===== src/rtl/serializer_arbiter.sv =====
// -----------------------------------------------------------------------------
// serializer_arbiter
//   Round-robin scheduler that shares one serializer between NUM_REQ FFT
//   result producers. One pending frame is granted at a time. The granted
//   frame is copied into a registered data bus, and a one-cycle start pulse
//   goes to the serializer. The block then waits for the serializer's done
//   pulse. Completion, or a watchdog timeout, is reported back to the owner.
//
// Ports
//   clk          in   clock, rising edge
//   reset_n      in   asynchronous active-low reset (shared with serializer)
//   req          in   [NUM_REQ]  level request per requester
//   frame_data   in   [NUM_REQ*FRAME_WIDTH]  requester i at [i*FW +: FW]
//   grant        out  [NUM_REQ]  one-hot pulse: frame captured
//   frame_done   out  [NUM_REQ]  one-hot pulse: owner's frame serialized
//   timeout_err  out  pulse: ser_done not seen within TIMEOUT_CYCLES
//   busy         out  high while a frame is owned
//   owner        out  index of current/last granted requester
//   ser_start    out  one-cycle start pulse to serializer
//   ser_data     out  [FRAME_WIDTH] registered frame, held until next grant
//   ser_done     in   serializer completion pulse
// -----------------------------------------------------------------------------
module serializer_arbiter #(
  parameter int NUM_REQ        = 2,
  parameter int FRAME_WIDTH    = 256,
  parameter int TIMEOUT_CYCLES = 64
) (
  input  logic                             clk,
  input  logic                             reset_n,
  input  logic [NUM_REQ-1:0]               req,
  input  logic [NUM_REQ*FRAME_WIDTH-1:0]   frame_data,
  output logic [NUM_REQ-1:0]               grant,
  output logic [NUM_REQ-1:0]               frame_done,
  output logic                             timeout_err,
  output logic                             busy,
  output logic [$clog2(NUM_REQ)-1:0]       owner,
  output logic                             ser_start,
  output logic [FRAME_WIDTH-1:0]           ser_data,
  input  logic                             ser_done
);

  localparam int PW = $clog2(NUM_REQ);
  localparam int TW = $clog2(TIMEOUT_CYCLES) + 1;

  typedef enum logic {
    ST_IDLE = 1'b0,
    ST_WAIT = 1'b1
  } state_t;

  state_t                 state_r;
  logic [PW-1:0]          ptr_r;
  logic [TW-1:0]          timer_r;

  logic                   found_s;
  logic [PW-1:0]          sel_s;
  logic [PW:0]            idx_raw_s;
  logic [PW:0]            idx_s;
  logic [FRAME_WIDTH-1:0] sel_frame_s;
  logic [PW-1:0]          next_ptr_s;

  function automatic logic [NUM_REQ-1:0] onehot(input logic [PW-1:0] idx);
    logic [NUM_REQ-1:0] v;
    v      = {NUM_REQ{1'b0}};
    v[idx] = 1'b1;
    return v;
  endfunction

  // Round-robin pick: first set request at or after ptr_r, wrapping modulo NUM_REQ.
  always_comb begin
    found_s   = 1'b0;
    sel_s     = {PW{1'b0}};
    idx_raw_s = {(PW+1){1'b0}};
    idx_s     = {(PW+1){1'b0}};
    for (int i = 0; i < NUM_REQ; i++) begin
      idx_raw_s = {1'b0, ptr_r} + (PW+1)'(i);
      idx_s     = (idx_raw_s >= (PW+1)'(NUM_REQ)) ? idx_raw_s - (PW+1)'(NUM_REQ) : idx_raw_s;
      sel_s     = (!found_s && req[idx_s[PW-1:0]]) ? idx_s[PW-1:0] : sel_s;
      found_s   = found_s | req[idx_s[PW-1:0]];
    end
  end

  // Frame mux for the selected requester.
  always_comb begin
    sel_frame_s = {FRAME_WIDTH{1'b0}};
    for (int i = 0; i < NUM_REQ; i++) begin
      sel_frame_s = (sel_s == PW'(i)) ? frame_data[i*FRAME_WIDTH +: FRAME_WIDTH] : sel_frame_s;
    end
  end

  // Pointer moves past the owner whether the transfer completed or timed out.
  always_comb begin
    next_ptr_s = (owner == PW'(NUM_REQ-1)) ? {PW{1'b0}} : owner + PW'(1);
  end

  // Scheduler FSM with registered outputs; pulses default low every cycle.
  always_ff @(posedge clk or negedge reset_n) begin
    if (!reset_n) begin
      state_r     <= ST_IDLE;
      ptr_r       <= {PW{1'b0}};
      timer_r     <= {TW{1'b0}};
      grant       <= {NUM_REQ{1'b0}};
      frame_done  <= {NUM_REQ{1'b0}};
      timeout_err <= 1'b0;
      busy        <= 1'b0;
      owner       <= {PW{1'b0}};
      ser_start   <= 1'b0;
      ser_data    <= {FRAME_WIDTH{1'b0}};
    end else begin
      grant       <= {NUM_REQ{1'b0}};
      frame_done  <= {NUM_REQ{1'b0}};
      timeout_err <= 1'b0;
      ser_start   <= 1'b0;
      case (state_r)
        ST_IDLE: begin
          // ser_done seen here is spurious and deliberately ignored.
          if (found_s) begin
            ser_data  <= sel_frame_s;
            owner     <= sel_s;
            grant     <= onehot(sel_s);
            ser_start <= 1'b1;
            timer_r   <= {TW{1'b0}};
            busy      <= 1'b1;
            state_r   <= ST_WAIT;
          end else begin
            state_r   <= ST_IDLE;
          end
        end
        ST_WAIT: begin
          timer_r <= timer_r + TW'(1);
          // Done is checked first so it wins over a coincident timeout.
          if (ser_done) begin
            frame_done <= onehot(owner);
            ptr_r      <= next_ptr_s;
            busy       <= 1'b0;
            state_r    <= ST_IDLE;
          end else if (timer_r == TW'(TIMEOUT_CYCLES-1)) begin
            timeout_err <= 1'b1;
            ptr_r       <= next_ptr_s;
            busy        <= 1'b0;
            state_r     <= ST_IDLE;
          end else begin
            state_r     <= ST_WAIT;
          end
        end
        default: begin
          busy    <= 1'b0;
          state_r <= ST_IDLE;
        end
      endcase
    end
  end

endmodule


===== config.mk =====
export PLATFORM = sky130hd
export DESIGN_NAME = serializer_arbiter
export DESIGN_NICKNAME = d
export VERILOG_FILES = /design/src/rtl/serializer_arbiter.sv
export SDC_FILE = /design/constraint.sdc
export NUM_CORES = 1
export LEC_CHECK = 0
export BUFFER_PORTS_ARGS = -buffer_cell sky130_fd_sc_hd__buf_2
export CORE_AREA = 4 4 303 305
export CTS_BUF_LIST = sky130_fd_sc_hd__clkbuf_4
export DETAILED_ROUTE_END_ITERATION = 8
export DIE_AREA = 0 0 307 309
export HOLD_SLACK_MARGIN = 0.05
export PLACE_DENSITY = 0.43
export SLEW_MARGIN = 15
export SYNTH_ARGS = -nofsm -noshare
export SYNTH_HDL_FRONTEND = slang
export SYNTH_SLANG_ARGS = --single-unit

===== constraint.sdc =====
create_clock -name clk -period 1.55 [get_ports clk]
set_input_delay 0.31 -clock clk [delete_from_list [all_inputs] [get_ports clk]]
set_output_delay 0.31 -clock clk [all_outputs]
set_load 0.005 [all_outputs]

==> results.txt, run 1 <==
RD Place Congestion -> 0.898
worst path bufs/invs -> 1
worst hold path type -> in -> reg
PnR worst setup slack -> -0.243 ns
layout cells sized above 1 -> 0.454
Worst Setup End Kind -> primary output
first-pass GRT wire length -> 100000 µm
number of synthesized register bits -> 273
Root Buffer -> clkbuf_4
EDFF count, synth -> 0
vias -> 15500
DRT iter0 DRCs -> 1188
post-detailed-route DRC marker count -> 0
H-tree levels -> 3
crit path cell chain -> buf_2
total track usage -> 0.138
Rows -> 110
Reg area -> 6840 µm²
Yosys cell types -> 34
DRT Wirelength -> 71800 µm
max-slew violation count -> 0
ys flop type -> dfrtp_1
clock buffer depth -> 3
I/O pin count -> 781
Critical Path RT -> 1.24 ns
worst slew pin tran -> 0.989 ns
Area growth syn-to-layout -> 126%
Worst-Skew Late Latency -> 0.85 ns
largest net degree at the start of global routing -> 64
post-layout net count -> 3049
TNS Setup -> -52.51 ns
slowest CP cell -> dfrtp_1
Die ar. -> 94900 µm²
RSZ-0062 raised after global routing -> yes
Final ANT Viol Nets -> 0
most frequent cells after synthesis -> 273 x dfrtp_1, 228 x a221o_1, 213 x and2_0
die width -> 307 µm
Post-Syn Area -> 11900 µm²
CTS tree -> done
post-synthesis sequential area ratio -> 0.575
Worst Skew -> 0.0505 ns
post-synth top area share -> 0.575
worst-path fanout max -> 2
Final Cycle Share -> 1.16
Max Freq -> 0.558 GHz
Leak -> 12.6 nW
total core area -> 89300 µm²
synth top area cells -> dfrtp_1 58%, a221o_1 19%, and2_0 11%, clkbuf_1 1.9%, o211ai_1 1.8%
post-synth top area cell -> dfrtp_1
pwr dens -> 1060 nW/µm²
Hold Violations, Final -> 0
Syn Nets -> 1505
Avg Cell Area, Syn -> 12.0 µm²
I/O Buffers -> 780
outcome -> finished, violations left
FILL cells -> 9039
initial antenna violation count -> 13
CP delay by family, top -> flip-flops
failing checks -> negative setup slack
Die H -> 309 µm
Max VDD drop -> 0.450 mV
ys async rst share -> 1.00
Max stage delay on crit path -> 0.46 ns
routed vias/inst -> 4.09
Post-Syn Instances -> 987
most common cell in the netlist -> dfrtp_1
drt first pass iters -> 5
vias in the first global route -> 16700
CTS sink cnt -> 273
Ys Warns -> 0
max-cap violations -> 0
WL/cell -> 19.0 µm
Setup CP Type -> reg -> out
Initial Util -> 0.133
Tmin final -> 1.79 ns
CTS Buf Count -> 85
clock slew at reported path FFs -> 0.07 ns
Hold WS -> 0.232 ns
Rel. slew slack -> 0.340
Tot Pwr -> 28.5 mW
multi-input logic area -> 4670 µm²
startpoint types -> flip-flop
crit path DAT -> 1.48 ns
HPWL Detailed -> 45500 µm
gr ovfl total -> 0
setup violators final -> 484
stage by stage:
| step | setup WS (ns) | util | std cells | instance area [µm²] |
|---|---|---|---|---|
| after detailed placement | -0.139 | 0.201 | 2954 | 18000 |
| after CTS | -0.398 | 0.294 | 3730 | 26200 |
| after global placement | -0.135 | 0.201 | 2954 | 18000 |
| final | -0.243 | 0.301 | 3780 | 26900 |
| after floorplan | -0.0142 | - | 987 | 11900 |
| after global routing | -0.396 | 0.301 | 3775 | 26900 |
worst paths after layout:
check | start | endpoint | slack (ns) | cells past startpoint
worst max-delay path | ser_data[161] | ser_data[161] | -0.24 | 1
worst min-delay path | frame_data[100] | ser_data[100] | 0.23 | 3
worst max register to register | ptr_r | ser_data[67] | -0.24 | 8
worst min register to register | timer_r[6] | timer_r[6] | 0.52 | 2
max in group asynchronous | reset_n | ser_data[124] | 0.20 | 5
min in group asynchronous | reset_n | ser_data[105] | 0.41 | 3
placed cells by master, fill, tap and decap left out, types with 13 or more instances in the layout:
master / netlist / final
a221o_1: 228 / 228
dfrtp_1: 273 / 267
o211ai_1: 29 / 29
clkbuf_16: 0 / 13
buf_8: 0 / 35
a31oi_1: 28 / 28
buf_4: 1 / 117
and2_1: 15 / 15
dlygate4sd3_1: 0 / 527
nor2_1: 31 / 31
buf_6: 0 / 49
buf_12: 0 / 30
o21ai_0: 30 / 30
clkinv_1: 0 / 19
clkbuf_4: 0 / 120
buf_16: 0 / 31
buf_2: 27 / 752
and2_0: 213 / 206
logic make-up (layout without fill, tap and decap cells):
family,after synthesis,in the layout,share of synthesized area
xor+xnor,3,3,0.00221
flops,273,273,0.575
compound gates,326,326,0.245
buf+inv,103,1708,0.0357
other cells,0,12,0
simple gates,279,279,0.139
fa+ha+maj,1,1,0.00105
mux,2,2,0.00179
worst reg2reg max path: stages (launching register included):
cell and delay [ns]:
dfrtp_2 0.43, buf_6 0.13, nor2b_4 0.14, nor3_4 0.06
buf_8 0.15, buf_12 0.15, buf_12 0.16, buf_8 0.13
a221o_1 0.34
what timing repair did:
| action | 4_1_cts | 5_1_grt |
|---|---|---|
| hold buffers | 527 | 2 |
| hold endpoints to repair | 539 | 29 |
| pin swaps | 108 | 32 |
| buffers inserted | 71 | 35 |
| setup endpoints to repair | 404 | 542 |
| gates cloned | 30 | 15 |
| resized for setup | 143 | 62 |
routing by layer:
| layer | share of wire | global-route usage | wire [µm] | up-vias |
|---|---|---|---|---|
| li1 | - | - | - | 6956 |
| met1 | 0.38 | 0.157 | 27500 | 7504 |
| met2 | 0.49 | 0.233 | 35300 | 816 |
| met3 | 0.080 | 0.0432 | 5750 | 192 |
| met4 | 0.045 | 0.0744 | 3210 | 2 |
| met5 | 0.00018 | 0 | 13 | - |
area by class of cell:
type / count / share of cell area
diodes: 12 / 0.00112
multi-input cells: 611 / 0.174
clock inverters: 28 / 0.00550
clock buffers: 120 / 0.0335
repair buffers: 1555 / 0.476
flip-flops and latches: 273 / 0.255
inverters: 5 / 0.000838
well taps: 1176 / 0.0548
power breakdown:
| part | internal [mW] | switching (mW) | total [mW] |
|---|---|---|---|
| Clock | 3.72 | 3.51 | 7.23 |
| Sequential | 9.02 | 1.21 | 10.2 |
| Combinational | 6.50 | 4.54 | 11.0 |
state kept, by name, summed over array words and instances (netlist names):
register	cells
busy	1
frame_done	2
grant	2
owner	1
ptr_r	1
ser_data	256
ser_start	1
state_r	1
timeout_err	1
timer_r	7
Power figures use the tool's default switching activity.
==> run 2, diff against run 1 <==
BUFFER_PORTS_ARGS = -buffer_cell sky130_fd_sc_hd__buf_4   (was -buffer_cell sky130_fd_sc_hd__buf_2)
==> results.txt, run 2 (synthesized netlist as in run 1, its figures left out) <==
RD Place Congestion -> 0.859 (-4.3%)
Biggest register -> ser_data
Max Freq -> 0.565 GHz (+1.2%)
largest net degree at the start of global routing -> 113 (+77%)
DRT iter0 DRCs -> 946 (-20%)
Rows -> 110 (unchanged)
DRT Wirelength -> 78200 µm (+8.9%)
I/O Buffers -> 780 (unchanged)
Root Buffer -> clkbuf_4
outcome -> finished, violations left
most frequent cells in the layout -> 633 x buf_4, 521 x dlygate4sd3_1, 285 x buf_6
Final Core Density -> 0.332 (+0.0313)
CP delay by family, top -> flip-flops
Die ar. -> 94900 µm² (unchanged)
startpoint types -> flip-flop
post-detailed-route DRC marker count -> 0 (unchanged)
Tmin final -> 1.77 ns (-0.0217 ns)
die width -> 307 µm (unchanged)
clock slew at reported path FFs -> 0.07 ns (about the same)
CTS Buf Count -> 84 (-1.2%)
setup violators final -> 471 (-2.7%)
crit path cell chain -> buf_6
Max VDD drop -> 0.454 mV (+1.0%)
WL/cell -> 20.8 µm (+9.6%)
most common cell after layout, fill and taps aside -> buf_4
Worst Skew -> 0.0766 ns (+0.0262 ns)
PnR worst setup slack -> -0.221 ns (+0.0217 ns)
Max stage delay on crit path -> 0.48 ns (+0.02 ns)
vias -> 15500 (+0.12%)
Critical Path RT -> 1.24 ns (about the same)
worst path bufs/invs -> 1 (unchanged)
H-tree levels -> 3 (unchanged)
total core area -> 89300 µm² (unchanged)
vias in the first global route -> 16200 (-3.2%)
drt first pass iters -> 7 (+2)
Initial Util -> 0.133 (unchanged)
Worst Setup End Kind -> primary output
max reg flops -> 256 (unchanged)
gr ovfl total -> 0 (unchanged)
CTS tree -> done
clock buffer depth -> 3 (unchanged)
I/O pin count -> 781 (unchanged)
layout cells sized above 1 -> 0.497 (+0.0422)
Die H -> 309 µm (unchanged)
post-layout net count -> 3028 (-0.69%)
CTS sink cnt -> 273 (unchanged)
crit path DAT -> 1.46 ns (-0.02 ns)
routed vias/inst -> 4.12 (+0.76%)
RSZ-0062 raised after global routing -> yes
total track usage -> 0.133 (-0.00532)
Rel. slew slack -> 0.397 (+0.0565)
first-pass GRT wire length -> 97000 µm (-3.4%)
failing checks -> negative setup slack
Worst-Skew Late Latency -> 0.84 ns (about the same)
Final Cycle Share -> 1.14 (-0.0140)
worst hold path type -> in -> async
worst slew pin tran -> 0.902 ns (-0.0877 ns)
slowest CP cell -> dfrtp_2
post-placement worst setup slack -> -0.0301 ns (+0.109 ns)
HPWL Detailed -> 46900 µm (+3.0%)
max-cap violations -> 0 (unchanged)
Final ANT Viol Nets -> 0 (unchanged)
pwr dens -> 1070 nW/µm² (+1.1%)
initial antenna violation count -> 13 (unchanged)
Hold Violations, Final -> 0 (unchanged)
Leak -> 13.7 nW (+8.0%)
Setup CP Type -> reg -> out
Area growth syn-to-layout -> 150%
worst-path fanout max -> 2 (unchanged)
biggest regs -> ser_data (256), timer_r (7)
max-slew violation count -> 0 (unchanged)
-- run 2: changes by cell type in the layout (fill, tap and decap cells not counted), moves of 13 or more --
cell       before  now
buf_2         752    0
buf_4         117  633
buf_6          49  285
and2_4          7  101
and2_0        206  115
clkbuf_16      13   43
buf_16         31    7
buf_8          35   14
nor2_1         31   18
-- run 2: repair_timing --
item,in CTS,in global routing
endpoints found under the setup margin,271,421
hold endpoints to repair,544,17
hold buffers,521,1
buffers inserted,37,55
pin swaps,0,85
resized for setup,276,261
cloned,0,56
-- run 2: per-stage QoR --
step	instances	setup TNS (ns)	hold WS [ns]	cell area [µm²]	power (mW)
final	3756	-32.12	0.140	29700	31.8
after global routing	3754	-99.69	0.0543	29700	33.5
after CTS	3634	-62.66	0.0557	27300	29.7
after detailed placement	2933	-1.07	0.183	19800	19.3
after global placement	2933	-0.508	0.177	19800	19.3
after floorplan	987	-2.64	0.0144	11900	13.3
-- run 2: area by class of cell --
type	instances	area [µm²]
clock inverter	30	160
antenna	13	32.5
fill	8798	59700
inverter	5	22.5
clock buffer	113	848
sequential	273	6850
tap	1176	1470
multi-input combinational	612	5000
timing repair buffer	1534	15300
-- run 2: worst paths after layout --
| check | from | end | slack (ns) | cells past startpoint |
|---|---|---|---|---|
| min in group clk | frame_data[159] | ser_data[159] | 0.25 | 3 |
| min reg2reg | timer_r[6] | timer_r[6] | 0.54 | 2 |
| max in group asynchronous | reset_n | ser_data[55] | 0.09 | 3 |
| max | ser_data[137] | ser_data[137] | -0.22 | 1 |
| min | reset_n | ser_data[47] | 0.14 | 3 |
| max reg2reg | state_r | ser_data[71] | -0.11 | 6 |
-- run 2: metal layers --
metal  wire length (µm)  share of wire  GRT usage  up-vias
li1                   -              -          -     6911
met1              30900           0.40      0.150     7632
met2              38300           0.49      0.228      779
met3               6130          0.078     0.0414      164
met4               2850          0.036     0.0634        2
met5                  8        0.00010          0        -
-- run 2: report_power, final --
part	internal (mW)	switching, mW	total (mW)
registers	9.04	1.69	10.7
clock network	3.55	3.59	7.14
logic	9.13	4.81	13.9
